===== src/rtl/reg_arb_pkg.sv =====
// Shared types and width helpers for the register-interface round-robin arbiter.
package reg_arb_pkg;

  typedef enum logic {
    IDLE = 1'b0,
    BUSY = 1'b1
  } arb_state_e;

  typedef struct packed {
    logic [31:0] addr;
    logic        write;
    logic [31:0] wdata;
    logic [3:0]  wstrb;
    logic        valid;
  } reg_req_t;

  typedef struct packed {
    logic [31:0] rdata;
    logic        error;
    logic        ready;
  } reg_rsp_t;

  // Index width that stays at least one bit wide for degenerate counts.
  function automatic int unsigned idx_width(input int unsigned n);
    return (n > 1) ? $clog2(n) : 1;
  endfunction

  function automatic int unsigned cnt_width(input int unsigned t);
    return (t > 0) ? $clog2(t + 1) : 1;
  endfunction

endpackage


===== src/rtl/reg_rr_pick.sv =====
// Round-robin pick: first set bit of a valid vector at or after a priority pointer.
module reg_rr_pick
  import reg_arb_pkg::*;
#(
  parameter int unsigned NumPorts = 2,
  parameter int unsigned IdxW     = idx_width(NumPorts)
) (
  input  logic [NumPorts-1:0] i_valid,
  input  logic [IdxW-1:0]     i_prio,
  output logic [IdxW-1:0]     o_pick,
  output logic                o_any
);

  localparam logic [IdxW:0] NumPortsW = (IdxW+1)'(NumPorts);

  logic [2*NumPorts-1:0] w_dbl;
  logic [NumPorts-1:0]   w_rot;
  logic [IdxW-1:0]       w_off;
  logic [IdxW:0]         w_sum;

  // Rotate so the priority port lands at bit 0, then the lowest set bit wins.
  always_comb begin
    w_dbl = {i_valid, i_valid};
    w_rot = NumPorts'(w_dbl >> i_prio);
    w_off = '0;
    for (int j = NumPorts - 1; j >= 0; j--) begin
      if (w_rot[j]) w_off = IdxW'(j);
    end
    w_sum  = {1'b0, w_off} + {1'b0, i_prio};
    o_pick = (w_sum >= NumPortsW) ? IdxW'(w_sum - NumPortsW) : w_sum[IdxW-1:0];
    o_any  = |i_valid;
  end

endmodule


===== src/rtl/reg_rr_arbiter.sv =====
// N-to-1 register-interface arbiter: registered round-robin grant held for a
// whole transaction, with an optional timeout that completes a hung access.
module reg_rr_arbiter
  import reg_arb_pkg::*;
#(
  parameter int unsigned NumPorts      = 2,
  parameter int unsigned TimeoutCycles = 0,
  parameter type         req_t         = reg_req_t,
  parameter type         rsp_t         = reg_rsp_t
) (
  input  logic                             clk_i,
  input  logic                             rst_i,
  input  req_t                             in_req_i [NumPorts],
  output rsp_t                             in_rsp_o [NumPorts],
  output req_t                             out_req_o,
  input  rsp_t                             out_rsp_i,
  output logic                             busy_o,
  output logic [idx_width(NumPorts)-1:0]   grant_idx_o,
  output logic                             timeout_o
);

  localparam int unsigned   IdxW   = idx_width(NumPorts);
  localparam int unsigned   CntW   = cnt_width(TimeoutCycles);
  localparam logic [CntW-1:0] CntMax =
    (TimeoutCycles > 0) ? CntW'(TimeoutCycles - 1) : '0;
  localparam logic [IdxW-1:0] LastIdx = IdxW'(NumPorts - 1);

  arb_state_e          r_state;
  logic [IdxW-1:0]     r_grant;
  logic [IdxW-1:0]     r_prio;
  logic [CntW-1:0]     r_cnt;

  logic [NumPorts-1:0] w_valid;
  logic [IdxW-1:0]     w_pick;
  logic                w_any;
  logic                w_busy;
  logic                w_gnt_valid;
  logic                w_done;
  logic                w_timeout;
  logic                w_drop;
  logic [IdxW-1:0]     w_next_prio;

  always_comb begin
    w_valid = '0;
    for (int i = 0; i < NumPorts; i++) w_valid[i] = in_req_i[i].valid;
  end

  reg_rr_pick #(
    .NumPorts (NumPorts),
    .IdxW     (IdxW)
  ) u_pick (
    .i_valid (w_valid),
    .i_prio  (r_prio),
    .o_pick  (w_pick),
    .o_any   (w_any)
  );

  assign w_busy      = (r_state == BUSY);
  assign w_gnt_valid = in_req_i[r_grant].valid;
  assign w_drop      = w_busy && !w_gnt_valid;
  assign w_done      = w_busy && w_gnt_valid && out_rsp_i.ready;
  // A real response arriving on the last allowed cycle beats the abort.
  assign w_timeout   = (TimeoutCycles != 0) && w_busy && w_gnt_valid &&
                       (r_cnt == CntMax) && !out_rsp_i.ready;
  assign w_next_prio = (r_grant == LastIdx) ? '0 : r_grant + 1'b1;

  always_comb begin
    out_req_o = '0;
    for (int i = 0; i < NumPorts; i++) in_rsp_o[i] = '0;
    if (w_busy) begin
      out_req_o = in_req_i[r_grant];
      in_rsp_o[r_grant] = out_rsp_i;
      if (w_timeout) begin
        out_req_o.valid         = 1'b0;
        in_rsp_o[r_grant]       = '0;
        in_rsp_o[r_grant].ready = 1'b1;
        in_rsp_o[r_grant].error = 1'b1;
      end
    end
  end

  assign busy_o      = w_busy;
  assign grant_idx_o = r_grant;
  assign timeout_o   = w_timeout;

  always_ff @(posedge clk_i) begin
    if (rst_i) begin
      r_state <= IDLE;
      r_grant <= '0;
      r_prio  <= '0;
      r_cnt   <= '0;
    end else begin
      case (r_state)
        IDLE: begin
          if (w_any) begin
            r_grant <= w_pick;
            r_cnt   <= '0;
            r_state <= BUSY;
          end
        end
        BUSY: begin
          if (w_drop) begin
            // Requester abandoned the access: no response, priority untouched.
            r_state <= IDLE;
          end else if (w_done || w_timeout) begin
            r_state <= IDLE;
            r_prio  <= w_next_prio;
          end else if (r_cnt != CntMax) begin
            r_cnt <= r_cnt + 1'b1;
          end
        end
        default: r_state <= IDLE;
      endcase
    end
  end

endmodule

===== config.mk =====
export PLATFORM = sky130hd
export DESIGN_NAME = reg_rr_arbiter
export DESIGN_NICKNAME = d
export VERILOG_FILES = /design/src/rtl/reg_arb_pkg.sv /design/src/rtl/reg_rr_pick.sv /design/src/rtl/reg_rr_arbiter.sv
export SDC_FILE = /design/constraint.sdc
export NUM_CORES = 1
export LEC_CHECK = 0
export CAP_MARGIN = 0
export CORE_AREA = 2 2 122 124
export DETAILED_ROUTE_END_ITERATION = 7
export DIE_AREA = 0 0 124 126
export SYNTH_ARGS = -nofsm -noshare
export SYNTH_HDL_FRONTEND = slang
export SYNTH_HIERARCHICAL = 1
export SYNTH_SLANG_ARGS = --single-unit

===== constraint.sdc =====
create_clock -name clk_i -period 1.3 [get_ports clk_i]
set_input_delay 0.325 -clock clk_i [delete_from_list [all_inputs] [get_ports clk_i]]
set_output_delay 0.325 -clock clk_i [all_outputs]
set_load 0.005 [all_outputs]

; Word level (Yosys, flattened, before mapping)
; Index checks and enable logic that the tools add are counted.
; Widths: inputs -> output; s select.
[word_totals]
register_bits = 3
in_bits = 176
out_inout_bits = 141
elab_cells = 37
[classes]
addsub = 3
n_lt_le_gt_ge = 3
n_shift = 1
mux = 15
bitwise_logic = 4
n_reduce_logical = 8
[ops]
columns = cell, n
row1 = $mux 70, 4
row2 = $and 68x68->68, 1
row3 = $mux 68, 1
row4 = $demux 34 s1, 1
row5 = $mux 34, 1
row6 = $mux 1, 7
row7 = $ge 2x2->1 const B, 2
row8 = $logic_and 1x1->1, 4
row9 = $shr 4x1->2, 1
row10 = $reduce_and 3->1, 1
row11 = $add 1x1->2, 1
row12 = $lt 2x1->1 const B, 1
row13 = $not 1->1, 2
row14 = $not 1->2, 1
row15 = $pmux 1 s2, 1
row16 = $reduce_and 2->1, 1
row17 = $reduce_or 2->1, 1
row18 = $add 1x1->1 const B, 1
row19 = $logic_not 1->1, 1
row20 = $sub 1x1->1 const B, 1

; Longest topological paths before layout
[depth]
depth_word = 9
mapped_depth = 5
mapped_depth_nobuf = 4

; Hierarchy
; Netlist, hierarchy kept.
[modules_own_cells]
columns = module, instances, cells_per_inst, area_each_um2
row1 = reg_rr_arbiter, 1, 250, 1848.0
row2 = reg_rr_pick, 1, 4, 18.8

; Worst setup path after synthesis
; Ideal clock, no wire load.
[synth_path]
path_type = register -> output
from = register r_state (netlist: busy_o)
to = output in_rsp_o[34] (netlist name)
arrival_ns = 1.040
slack_ns = -0.065
path_stages_with_launch = 5
path_buffers = 2
cell_sequence = dfxtp_1 buf_4 nor2b_2 clkbuf_1 and2_1
[synth_rtl]
columns = item, line
row1 = start: declaration, reg_rr_arbiter.sv:28  ; arb_state_e r_state;
row2 = start signal: assignment, reg_rr_arbiter.sv:88  ; r_state <= IDLE;
row3 = start signal: assignment, reg_rr_arbiter.sv:98  ; r_state <= BUSY;
row4 = start signal: assignment, reg_rr_arbiter.sv:104  ; r_state <= IDLE;
row5 = end: declaration, reg_rr_arbiter.sv:14  ; output rsp_t in_rsp_o [NumPorts],

==> out/metrics.cfg <==
[outcome]
status=finished, violations left
violations=negative setup slack

[power_and_ir_drop]
p_per_area_mw_per_mm2=490
peakVddDrop_mv=0.502
leakage_nw=3.12

[synthesis]
syn-cell-area_mm2=0.00187
netlist_top_cells_count=71 x mux2i_1, 71 x nor2b_1, 34 x and2_1, 34 x and3_1, 16 x clkbuf_1
synth_ff_type=dfxtp_1
synthArstFlopShare_pct=0
synth_top_cell_by_area=mux2i_1
netlist_instances=254
synth_area_leaders=mux2i_1 38%, nor2b_1 24%, and2_1 11%
synth.avg_cell_area_um2=7.35
yosys_warnings=6
synth_top_area_share_pct=38.1
synth_edf_count=0
synth_cell_types=20
syn-num-nets=430
ys_ff_latch=3
yosysSeqAreaShare_pct=3.22

[cts]
h-tree-depth=1
cts_sinks=3
clk_pin_slew_ns=0.03
clk_latency_ns=0.23
cts-root-buf=clkbuf_16
tritoncts=done
cts_inserted_buffers=3
clk_path_buf_depth=2

[floorplanning]
num_io_pins=317
die_area_mm2=0.0156
core_mm2=0.0143
initial_core_util_pct=13.0
fp.dieW_um=124
rows=44
fp.dieH_um=126

[global_route]
grt_max_degree=32
grt_pass1_wl_mm=18.9
antenna_found_initial=0
grt_pass1_vias=3547
grt_usage_pct=15.6
overflow=0

[sta]
final-hold-violation-count=0
holdWs_ns=0.567
finalMaxSlewViolations=0
finalCritPeriodShare_pct=146
finalCriticalPeriod_ns=1.90
clock.fmax_mhz=527
worst_slack_ns=-0.599
rsz0062_at_grt=yes
setup_viol=140
skew_ns=0.000707

[hold_path]
min_path_type=flip-flop to flip-flop

[place]
gp_congestion=0.791
portBuffers=315
place_hpwl_mm=9.17
place_ws_ns=-0.670
dp_cells=749

[final_layout]
final_cells=854
drive_above_1_share_pct=48.8
n_antenna_cell=0
fin_nets=847
syn_to_final_growth_pct=260

[worst_setup_path]
required_ns=0.98
endpoint_kind=output port
critical_path_class=flip-flop to output port
crit_fanout=7
cp.arrival_ns=1.57
worstSetupStartpointType=flip-flop

[route]
firstDrtPassIters=4
viasPerCell=4.09
postRouteAntennaNets=0
vias=3495
wl_per_cell_um=16.6
finalWirelength_mm=14.1
drc_errors=0
drt-initial-drc-count=62

[run]
drv_cap=0

==> kinds of logic after synthesis <==
| group | share of synthesized area [%] |
|---|---|
| compound gates | 1.61 |
| mux | 38.1 |
| flops | 3.22 |
| simple gates | 48.9 |
| buf+inv | 8.04 |
| other cells | 0.201 |
==> per-layer routing <==
layer | global-route usage [%] | part of all wire [%] | vias to the layer above
li1 | - | - | 1688
met1 | 16.9 | 37 | 1619
met2 | 30.4 | 53 | 177
met3 | 3.08 | 9.3 | 11
met4 | 3.83 | 1.2 | 0
met5 | 0 | 0 | -
==> per-stage QoR <==
step / instance area [µm²] / util (%) / setup TNS [ns] / total power, mW
detailed placement: 5390 / 37.6 / -70.64 / 1.95
CTS: 6240 / 43.6 / -61.32 / 3.02
global route: 6710 / 46.9 / -68.08 / 3.47
finish: 6710 / 46.9 / -60.37 / 3.29
global placement: 5390 / 37.6 / -69.72 / 1.94
floorplan: 1880 / - / -1.36 / 0.736
==> power by group <==
part           switching, mW  leakage, nW  internal [mW]
combinational          0.850         3.06           1.81
sequential            0.0218       0.0261          0.103
clock                  0.100       0.0382          0.406
total                  0.972         3.12           2.31
==> registers in the layout, summed over array words and instances, names as in the netlist <==
register	count
busy_o	1
grant_idx_o	1
r_prio	1
==> layout make-up <==
type | count | area (µm²)
flip-flops and latches | 3 | 67.6
repair buffers | 440 | 4430
clock buffers | 4 | 78.8
well taps | 184 | 230
multi-input cells | 223 | 1910
fillers | 1356 | 7600
==> placed cells by master, fill, tap and decap left out, types with 16 or more instances in the layout <==
cell,synthesis,layout
buf_12,0,18
buf_2,3,79
nor2b_1,71,70
clkdlybuf4s50_1,0,172
and3_1,34,20
buf_6,2,118
mux2i_1,71,62
and2_4,0,31
buf_4,7,16
==> worst max-delay path, stage by stage (launching register included) <==
cell     delay (ns)
dfxtp_4        0.45
buf_6          0.14
nor2b_4        0.04
buf_6          0.13
buf_16         0.13
buf_8          0.12
buf_6          0.11
and2_4         0.13
buf_6          0.11
==> worst paths after layout <==
kind         cells past startpoint  slack [ns]                     start                   to
max                              8       -0.60  grant_idx_o$_SDFFE_PP0P_         in_rsp_o[67]
min                              2        0.57       r_prio$_SDFFE_PP0P_  r_prio$_SDFFE_PP0P_
max reg2reg                      8       -0.24  grant_idx_o$_SDFFE_PP0P_    busy_o$_SDFF_PP0_
min reg2reg                      2        0.57       r_prio$_SDFFE_PP0P_  r_prio$_SDFFE_PP0P_
==> repair_timing <==
item,4_1_cts,5_1_grt
hold endpoints to repair,0,0
pin swaps,24,9
buffers inserted,64,46
setup endpoints to repair,142,143
resized for setup,575,197
hold buffers,0,0
cloned,12,2
Note: power is estimated with default switching activity, not from simulation.
